==> config.mk <==
export PLATFORM = sky130hd
export DESIGN_NAME = serial_subtractor_flat
export DESIGN_NICKNAME = d
export VERILOG_FILES = /design/src/rtl/serial_subtractor_pkg.sv /design/src/rtl/serial_subtractor_if.sv /design/src/rtl/serial_subtractor_sub_digit.sv /design/src/rtl/serial_subtractor.sv /design/src/flat_wrapper.sv
export SDC_FILE = /design/constraint.sdc
export NUM_CORES = 1
export LEC_CHECK = 0
export ABC_AREA = 1
export CAP_MARGIN = 20
export CORE_UTILIZATION = 50
export DETAILED_ROUTE_END_ITERATION = 8
export HOLD_SLACK_MARGIN = 0.05
export PLACE_DENSITY = 0.76
export SYNTH_ARGS = -nofsm -noshare
export SYNTH_HDL_FRONTEND = slang
export SYNTH_SLANG_ARGS = --single-unit
==> constraint.sdc <==
create_clock -name clk -period 3.3 [get_ports clk]
set_input_delay 0.66 -clock clk [delete_from_list [all_inputs] [get_ports clk]]
set_output_delay 0.66 -clock clk [all_outputs]
set_load 0.01 [all_outputs]
==> src/rtl/serial_subtractor_pkg.sv <==
// Shared types and helpers for the digit-serial subtractor.
package serial_subtractor_pkg;

  // Controller states: waiting for operands, stepping digits, holding result.
  typedef enum logic [1:0] {
    IDLE = 2'd0,
    RUN  = 2'd1,
    DONE = 2'd2
  } state_t;

  // Width of the digit counter; never narrower than one bit so N == 1 still
  // has a real register.
  function automatic int cnt_width(input int n);
    return (n <= 1) ? 1 : $clog2(n);
  endfunction

endpackage

==> src/rtl/serial_subtractor_if.sv <==
// Operand/result handshake bundle for serial_subtractor.
interface serial_subtractor_if #(
  parameter int WIDTH = 16
);
  logic             in_valid;
  logic             in_ready;
  logic [WIDTH-1:0] a;
  logic [WIDTH-1:0] b;
  logic             bin;
  logic             out_valid;
  logic             out_ready;
  logic [WIDTH-1:0] diff;
  logic             bout;
  logic             ovf;
  logic             busy;

  // Producer/consumer side: drives operands and result acceptance.
  modport master (
    output in_valid, a, b, bin, out_ready,
    input  in_ready, out_valid, diff, bout, ovf, busy
  );

  // Subtractor side.
  modport slave (
    input  in_valid, a, b, bin, out_ready,
    output in_ready, out_valid, diff, bout, ovf, busy
  );
endinterface

==> src/rtl/serial_subtractor_sub_digit.sv <==
// Combinational DIGIT-bit subtract with borrow: {bo, d} = x - y - bi.
module sub_digit #(
  parameter int DIGIT = 4
) (
  input  logic [DIGIT-1:0] x,
  input  logic [DIGIT-1:0] y,
  input  logic             bi,
  output logic [DIGIT-1:0] d,
  output logic             bo
);

  // One extra bit catches the borrow: the result goes negative exactly when
  // x < y + bi, and the smallest possible value (-2^DIGIT) still sets it.
  logic [DIGIT:0] r;

  assign r  = {1'b0, x} - {1'b0, y} - {{DIGIT{1'b0}}, bi};
  assign d  = r[DIGIT-1:0];
  assign bo = r[DIGIT];

endmodule

==> src/rtl/serial_subtractor.sv <==
// Digit-serial subtractor: diff = a - b - bin over WIDTH/DIGIT cycles,
// LSB digit first, with borrow-out and signed overflow, valid/ready on both
// sides.
module serial_subtractor
  import serial_subtractor_pkg::*;
#(
  parameter int WIDTH = 16,
  parameter int DIGIT = 4
) (
  input logic               clk,
  input logic               rst_n,
  serial_subtractor_if.slave sif
);

  localparam int N   = WIDTH / DIGIT;
  localparam int CW  = cnt_width(N);
  localparam int MSB = WIDTH - 1;

  if (DIGIT < 1 || (WIDTH % DIGIT) != 0) begin : g_bad_digit
    $error("serial_subtractor: DIGIT (%0d) must divide WIDTH (%0d)", DIGIT, WIDTH);
  end

  state_t           state;
  logic [CW-1:0]    cnt;
  logic [WIDTH-1:0] a_q;
  logic [WIDTH-1:0] b_q;
  logic             borrow;
  logic [WIDTH-1:0] acc;
  logic [WIDTH-1:0] diff_q;
  logic             bout_q;
  logic             ovf_q;

  logic [DIGIT-1:0] x;
  logic [DIGIT-1:0] y;
  logic [DIGIT-1:0] d;
  logic             bo;
  logic [WIDTH-1:0] acc_nx;
  logic             last;

  // Select operand digit cnt for the shared digit subtractor.
  // NOTE: every always_comb output gets a default first so no path leaves it
  // unassigned, which would otherwise infer a latch.
  always_comb begin
    x = '0;
    y = '0;
    for (int i = 0; i < N; i++) begin
      if (cnt == CW'(i)) begin
        x = a_q[i*DIGIT +: DIGIT];
        y = b_q[i*DIGIT +: DIGIT];
      end
    end
  end

  sub_digit #(.DIGIT(DIGIT)) u_sub_digit (
    .x  (x),
    .y  (y),
    .bi (borrow),
    .d  (d),
    .bo (bo)
  );

  // Accumulator with this cycle's digit merged into slice cnt.
  always_comb begin
    acc_nx = acc;
    for (int i = 0; i < N; i++) begin
      if (cnt == CW'(i)) begin
        acc_nx[i*DIGIT +: DIGIT] = d;
      end
    end
  end

  assign last = (cnt == CW'(N - 1));

  // Controller, digit counter, operand/accumulator registers and result flags.
  // The published diff/bout/ovf live in their own registers so they keep the
  // previous result while a new operation accumulates.
  // NOTE: sequential state uses non-blocking assignments so every register
  // samples pre-edge values regardless of statement order.
  // NOTE: datapath registers are reset along with the FSM so the outputs read
  // zero after reset and an aborted operation leaves no residue.
  always_ff @(posedge clk or negedge rst_n) begin
    if (!rst_n) begin
      state  <= IDLE;
      cnt    <= '0;
      a_q    <= '0;
      b_q    <= '0;
      borrow <= 1'b0;
      acc    <= '0;
      diff_q <= '0;
      bout_q <= 1'b0;
      ovf_q  <= 1'b0;
    end else begin
      case (state)
        IDLE: begin
          if (sif.in_valid) begin
            a_q    <= sif.a;
            b_q    <= sif.b;
            borrow <= sif.bin;
            acc    <= '0;
            cnt    <= '0;
            state  <= RUN;
          end
        end
        RUN: begin
          acc    <= acc_nx;
          borrow <= bo;
          if (last) begin
            diff_q <= acc_nx;
            bout_q <= bo;
            ovf_q  <= (a_q[MSB] != b_q[MSB]) && (acc_nx[MSB] != a_q[MSB]);
            state  <= DONE;
          end else begin
            cnt <= cnt + 1'b1;
          end
        end
        DONE: begin
          if (sif.out_ready) begin
            state <= IDLE;
          end
        end
        default: state <= IDLE;
      endcase
    end
  end

  // Handshake outputs decode from registered state only.
  assign sif.in_ready  = (state == IDLE);
  assign sif.out_valid = (state == DONE);
  assign sif.busy      = (state != IDLE);
  assign sif.diff      = diff_q;
  assign sif.bout      = bout_q;
  assign sif.ovf       = ovf_q;

endmodule

==> src/flat_wrapper.sv <==
// flat-port wrapper written by rule: the top's interface ports become plain ports
module serial_subtractor_flat import serial_subtractor_pkg::*;
#(
  parameter int WIDTH = 16,
  parameter int DIGIT = 4
)
  (clk, rst_n, sif_in_valid, sif_a, sif_b, sif_bin, sif_out_ready, sif_in_ready, sif_out_valid, sif_diff, sif_bout, sif_ovf, sif_busy);
  serial_subtractor_if #(.WIDTH(WIDTH)) sif_i ();
  input logic clk;
  input logic rst_n;
  input wire logic [$bits(sif_i.in_valid)-1:0] sif_in_valid;
  input wire logic [$bits(sif_i.a)-1:0] sif_a;
  input wire logic [$bits(sif_i.b)-1:0] sif_b;
  input wire logic [$bits(sif_i.bin)-1:0] sif_bin;
  input wire logic [$bits(sif_i.out_ready)-1:0] sif_out_ready;
  output wire logic [$bits(sif_i.in_ready)-1:0] sif_in_ready;
  output wire logic [$bits(sif_i.out_valid)-1:0] sif_out_valid;
  output wire logic [$bits(sif_i.diff)-1:0] sif_diff;
  output wire logic [$bits(sif_i.bout)-1:0] sif_bout;
  output wire logic [$bits(sif_i.ovf)-1:0] sif_ovf;
  output wire logic [$bits(sif_i.busy)-1:0] sif_busy;
  assign sif_i.in_valid = sif_in_valid;
  assign sif_i.a = sif_a;
  assign sif_i.b = sif_b;
  assign sif_i.bin = sif_bin;
  assign sif_i.out_ready = sif_out_ready;
  assign sif_in_ready = sif_i.in_ready;
  assign sif_out_valid = sif_i.out_valid;
  assign sif_diff = sif_i.diff;
  assign sif_bout = sif_i.bout;
  assign sif_ovf = sif_i.ovf;
  assign sif_busy = sif_i.busy;
  serial_subtractor #(.WIDTH(WIDTH), .DIGIT(DIGIT)) u_core (.clk(clk), .rst_n(rst_n), .sif(sif_i));
endmodule
=== Word level (Yosys, flattened, before mapping) ===
Cells that the tools add are included.
Widths: inputs -> output; s select.

* Register bits: 71
* Input port bits: 37
* Output and inout port bits: 21
* Word-level logic and storage cells: 56

* Add/subtract/negate cells: 3
* Equality and inequality tests: 11
* Mux-type cells: 23
* Reduce and logical (&&, ||, !) cells: 10

{| class="wikitable"
|+ Operators by type and width
! kind !! number
|-
| $mux 4 || 12
|-
| $pmux 16 s2 || 1
|-
| $mux 16 || 1
|-
| $mux 2 || 5
|-
| $eq 2x2->1 const B || 3
|-
| $ne 2x2->1 const B || 3
|-
| $pmux 2 s3 || 1
|-
| $reduce_and 2->1 || 3
|-
| $reduce_and 3->1 || 2
|-
| $sub 4x4->5 || 1
|-
| $sub 5x1->5 || 1
|-
| $eq 2x1->1 const B || 2
|-
| $logic_not 2->1 || 2
|-
| $pmux 2 s2 || 1
|-
| $reduce_bool 2->1 || 2
|-
| $add 2x1->2 const B || 1
|-
| $ne 1x1->1 || 2
|-
| $ne 2x1->1 const B || 1
|-
| $pmux 1 s2 || 1
|-
| $logic_and 1x1->1 || 1
|-
| $mux 1 || 1
|}

=== Logic depth before layout (Yosys ltp) ===
Gate-level depths: netlist of the first run.

* Depth after elaboration: 10
* Depth in mapped cells: 19
* Mapped depth without buffers: 18

=== Cells and area by module ===
From an unflattened synthesis of the first run, not the netlist that was laid out.

* Cell total of the unflattened synthesis: 429
* Area, all modules: 3374.5 µm²

{| class="wikitable"
|+ By module, submodules not included
! module !! instances !! cells an instance !! area each (µm²) !! seq. area each (µm²)
|-
| serial_subtractor || 1 || 394 || 3144.3 || 1701.6
|-
| sub_digit || 1 || 35 || 230.2 || 0.0
|}

=== Worst setup path after synthesis of the first run ===
Ideal clock, no wire load.

* Path type: register -> register
* Start: register u_core.cnt[0]
* End: register u_core.borrow
* Setup time: 0.119 ns
* Arrival: 2.683 ns
* Data required time: 3.181 ns
* Path slack: 0.498 ns
* Cell stages (with the launch flop): 19
* Buffers on the path: 1
* Clock period less this slack: 2.802 ns
* Cell sequence: dfrtp_1 > inv_1 > ha_1 > buf_4 > inv_1 > nor2_1 > a22oi_1 > nand2_1 > o21ai_0 > a21oi_1 > fa_1 > inv_1 > fa_1 > nor2_1 > nor2_1 > nor2_1 > xnor2_1 > o21ai_0 > o21a_1

* Word-level cells in the longest chain between the ends: 8
* Elaborated cells between the ends (all ways): 15
* Those cells by class: add/sub: 2; eq/ne: 3; mux: 9; reduce/logical: 1

{| class="wikitable"
|+ Ends and longest elaborated chain
! item !! line !! RTL
|-
| from (decl) || serial_subtractor.sv:24 || <nowiki>logic [CW-1:0] cnt;</nowiki>
|-
| from (signal assigned) || serial_subtractor.sv:113 || <nowiki>cnt <= cnt + 1'b1;</nowiki>
|-
| $logic_not 2->1 || serial_subtractor.sv:47 || <nowiki>if (cnt == CW'(i)) begin</nowiki>
|-
| $mux 4 (4 in a row) || serial_subtractor.sv:47 ||
|-
| $sub 4x4->5 * || serial_subtractor_sub_digit.sv:16 || <nowiki>assign r = {1'b0, x} - {1'b0, y} - {{DIGIT{1'b0}}, bi};</nowiki>
|-
| $sub 5x1->5 * || serial_subtractor_sub_digit.sv:16 ||
|-
| $pmux 1 s2 * || serial_subtractor.sv:93 || <nowiki>case (state)</nowiki>
|-
| to (signal assigned) || serial_subtractor.sv:98 || <nowiki>borrow <= sif.bin;</nowiki>
|-
| to (signal assigned) || serial_subtractor.sv:106 || <nowiki>borrow <= bo;</nowiki>
|-
| to (decl) || serial_subtractor.sv:27 || <nowiki>logic borrow;</nowiki>
|}

Every way passes the cells marked *; elsewhere a longest branch is shown, timed or not.
A chain may end at the register's enable or synchronous reset.

=== Worst setup path in the final report of the first run ===
* Start: register u_core.cnt[1]
* End: register u_core.acc[6]

* Word-level cells in the longest chain between the ends: 9
* Elaborated cells between the ends (all ways): 16
* Those cells by class: add/sub: 2; eq/ne: 3; mux: 10; reduce/logical: 1

{| class="wikitable"
|+ Ends and longest elaborated chain
! item !! line !! RTL
|-
| $logic_not 2->1 || serial_subtractor.sv:47 ||
|-
| $mux 4 (4 in a row) || serial_subtractor.sv:47 ||
|-
| $sub 4x4->5 || serial_subtractor_sub_digit.sv:16 ||
|-
| $sub 5x1->5 || serial_subtractor_sub_digit.sv:16 ||
|-
| $mux 4 * || serial_subtractor.sv:66 || <nowiki>if (cnt == CW'(i)) begin</nowiki>
|-
| $pmux 16 s2 * || serial_subtractor.sv:93 ||
|-
| to (signal assigned) || serial_subtractor.sv:105 || <nowiki>acc <= acc_nx;</nowiki>
|-
| to (decl) || serial_subtractor.sv:28 || <nowiki>logic [WIDTH-1:0] acc;</nowiki>
|}

Marked as above.

==> results of run 1 <==
==> layout make-up <==
cell class	instances	area (sq um)
clock buffer	12	155.1
tap	77	96.34
sequential	68	1702
inverter	29	113.9
fill	553	2220
timing repair buffer	65	625.6
clock inverter	4	47.55
multi-input combinational	269	1354
==> flip-flops by register name, indices dropped and copies added, names as in the netlist <==
register         cells
u_core.a_q          16
u_core.acc          13
u_core.b_q          16
u_core.borrow        1
u_core.cnt           2
u_core.sif.bout      1
u_core.sif.diff     16
u_core.sif.ovf       1
u_core.state         2
==> layout by cell type, fill, tap and decap left out <==
master,count
or2_2,3
buf_4,8
ha_1,8
clkbuf_8,11
o31ai_1,2
nor2_1,10
clkinv_2,2
nand3_1,18
a211oi_1,1
bufinv_16,1
xnor2_1,2
clkbuf_1,1
inv_4,2
nor2_4,2
clkdlybuf4s50_1,56
inv_2,2
nor2_8,2
or2_1,1
nand2_2,1
a22oi_1,6
clkinvlp_4,1
dfrtp_1,68
a21boi_0,1
o21a_1,1
inv_1,25
o21ai_1,5
a21oi_1,9
fa_1,2
o21ai_2,8
o21ai_0,30
a221oi_1,1
buf_2,1
nand2_1,153
o22ai_1,3
==> metrics by stage <==
step,hold slack (ps),power (uW),util [%]
floorplan,364.4,3257,-
global placement,454.2,3910,61.51
detailed placement,463.2,4025,61.51
CTS,102.8,4742,64.72
global route,84.84,5185,64.84
finish,110.7,4732,64.84
==> layer usage <==
metal / global-route usage (%) / wire length (um)
met5: 0 / 0
met4: 8.464 / 114
met3: 6.262 / 394
met2: 35.47 / 3463
met1: 31.07 / 3286
==> power groups by stage <==
stage	Clock [uW]	Sequential, uW	Combinational (uW)
2_1_floorplan	0	1440	1820
3_3_place_gp	0	1440	2470
3_5_place_dp	0	1460	2570
4_1_cts	707	1440	2590
5_1_grt	750	1490	2950
6_report	693	1450	2590
==> worst max path at each step <==
| stage | start | to | cells past startpoint |
|---|---|---|---|
| 2_1_floorplan | u_core.cnt[0] | u_core.borrow | 18 |
| 3_3_place_gp | u_core.cnt[0] | u_core.borrow | 17 |
| 3_5_place_dp | u_core.cnt[0] | u_core.acc[6] | 15 |
| 4_1_cts | u_core.cnt[0] | u_core.acc[6] | 15 |
| 5_1_grt | u_core.cnt[1] | u_core.acc[10] | 14 |
| 6_report | u_core.cnt[1] | u_core.acc[6] | 14 |
==> cells by family after synthesis <==
kind of cell / Yosys count / synth area share (%)
AO/OA/AOI/OAI: 67 / 12.25
XOR/XNOR: 2 / 0.5361
flip-flops: 68 / 52.07
buffers and inverters: 46 / 6.738
AND/OR/NAND/NOR: 190 / 24.12
adder cells (fa/ha/maj): 10 / 4.288
==> repair_timing <==
item / 4_1_cts / 5_1_grt
setup endpoints to repair: 0 / 11
hold buffers: 0 / 0
resized for setup: 0 / 2
buffers inserted: 0 / 0
==> flow_metrics.env, run 1 <==
export IMPL_outcome="finished, final reports clean"
export IMPL_nNetsFinal=489
export IMPL_worst_path_max_fanout=17
export IMPL_reg2reg_slack_ps=290
export IMPL_insertion_delay_ps=330
export IMPL_syn_nets=430
export IMPL_irDropWorstVdd_uv=617.8
export IMPL_wirelength_um=7259
export IMPL_setup_viol=0
export IMPL_synthTopCellsByArea="dfrtp_1 (52%), nand2_1 (18%), o21ai_0 (4.6%)"
export IMPL_synth_cell_area_sq_um=3268
export IMPL_cp_num_buf_inv=3
export IMPL_viasPerCell=5.212
export IMPL_cp_slowest_cell="fa_1"
export IMPL_async_reset_ff_share_pct=100.0
export IMPL_maxSlewHeadroom_pct=60.03
export IMPL_ys_flop_type="dfrtp_1"
export IMPL_worst_ep_arrival_time_ps=3220
export IMPL_critPathLaunchType="flop"
export IMPL_wire_per_inst_um=13.85
export IMPL_core_area_sq_um=6314
export IMPL_ys_warn_count=0
export IMPL_portBuffers=57
export IMPL_num_antenna_cells=0
export IMPL_area_growth_syn_to_layout_pct=25.27
export IMPL_r2r_start="u_core.cnt[1]"
export IMPL_fin_tns_setup_ps=0
export IMPL_drt_first_pass_iters=4
export IMPL_seq_area_frac_synth_pct=52.07
export IMPL_root_buffer="clkbuf_8"
export IMPL_cts_clk_slew_worst_paths_ps=70
export IMPL_rsz0062_at_grt="no"
export IMPL_synth_edf_count=0
export IMPL_placed_area_sq_um=3884
export IMPL_pre_cts_ws_ps=165.5
export IMPL_hold_viol_final=0
export IMPL_synth_most_common_cell="nand2_1"
export IMPL_numCtsBuffers=9
export IMPL_ant_nets=0
export IMPL_rows=29
export IMPL_instances_no_fill=524
export IMPL_cp_cell_sequence="inv_1, ha_1, buf_4, a22oi_1, nand2_1, o21ai_0, a21oi_1, fa_1, inv_1, fa_1, xnor2_1, nand2_1, o21ai_0, o21ai_0"
export IMPL_synth_cells=383
export IMPL_cts_tree="yes"
export IMPL_reg2reg_depth=14
export IMPL_synthDominantCellAreaShare_pct=52.07
export IMPL_yosysTopAreaCell="dfrtp_1"
export IMPL_report_final_slew_viol_count=0
export IMPL_netSwitchingFraction_pct=44.24
export IMPL_initial_core_util_pct=51.76
export IMPL_vias=2731
export IMPL_synth_commonest_cells="nand2_1 (153), dfrtp_1 (68), o21ai_0 (30), inv_1 (25), nand3_1 (18)"
export IMPL_cpMostUsedCell="o21ai_0"
export IMPL_overflow=0
export IMPL_worstHoldPathType="input pin to asynchronous set/reset pin"
export IMPL_cp_required_ps=3510
export IMPL_grt_pass1_wl_um=12400
export IMPL_drc_errors=0
export IMPL_initialDrtViolationCount=161
export IMPL_cts_sink_count=68
export IMPL_die_area_sq_um=6863
export IMPL_hpwl_um=5034
export IMPL_boundaryPins=58
export IMPL_grt_pass1_vias=2629
export IMPL_period_share_pct=91.16
export IMPL_synth_cell_types=31
export IMPL_seqPwrFrac_pct=30.6
export IMPL_worstReg2RegEnd="u_core.acc[6]"
export IMPL_p_switching_uw=2094
export IMPL_fin_ws_ps=291.7
export IMPL_ys_seq_elements=68
export IMPL_cp_top_family="adder cells"
export IMPL_stdcell_area_sq_um=4094
export IMPL_dp_cells=508
export IMPL_drive_gt1_share_pct=9.843
export IMPL_critPathKind="flop to flop"
export IMPL_p_comb_share_pct=54.7
export IMPL_period_needed_ps=3008
export IMPL_power_leakage_uw=0.002009
export IMPL_fin_worst_skew_ps=9.180
export IMPL_tightest_slew_ps=598.7
export IMPL_grt_max_degree=38
export IMPL_syn_avg_cell_area_sq_um=8.533
export IMPL_die_w_um=82.85
export IMPL_powerDensity_nw_per_um2=1156
export IMPL_drv_cap=0
export IMPL_dieHeight_um=82.85
export IMPL_cpPeakStageDelay_ps=430
export IMPL_fmax_mhz=332.4
export IMPL_endpoint_kind="flop"
export IMPL_internal_power_uw=2639
export IMPL_p_clk_share_pct=14.6
export IMPL_grt_util_all_layers_pct=22.93
export IMPL_antenna_found_initial=0
export IMPL_h_tree_depth=3
export IMPL_clock_path_buffers=2
export IMPL_place_gp_congestion=0.9111
(Power assumes the default switching activity.)
==> run 2: changes to the inputs <==
--- a/config.mk
+++ b/config.mk
@@ -9,6 +9,7 @@
 export CAP_MARGIN = 20
 export CORE_UTILIZATION = 50
 export DETAILED_ROUTE_END_ITERATION = 8
+export GPL_ROUTABILITY_DRIVEN = 0
 export HOLD_SLACK_MARGIN = 0.05
 export PLACE_DENSITY = 0.76
 export SYNTH_ARGS = -nofsm -noshare
==> results of run 2 <==
Same layout as run 1: the final DEF is identical, and so are final timing and power.
==> run 3: changes to the inputs <==
--- a/config.mk
+++ b/config.mk
@@ -12,6 +12,7 @@
 export GPL_ROUTABILITY_DRIVEN = 0
 export HOLD_SLACK_MARGIN = 0.05
 export PLACE_DENSITY = 0.76
+export SKIP_CTS_REPAIR_TIMING = 1
 export SYNTH_ARGS = -nofsm -noshare
 export SYNTH_HDL_FRONTEND = slang
 export SYNTH_SLANG_ARGS = --single-unit
==> results of run 3 <==
Same layout as run 1: the final DEF is identical, and so are final timing and power.
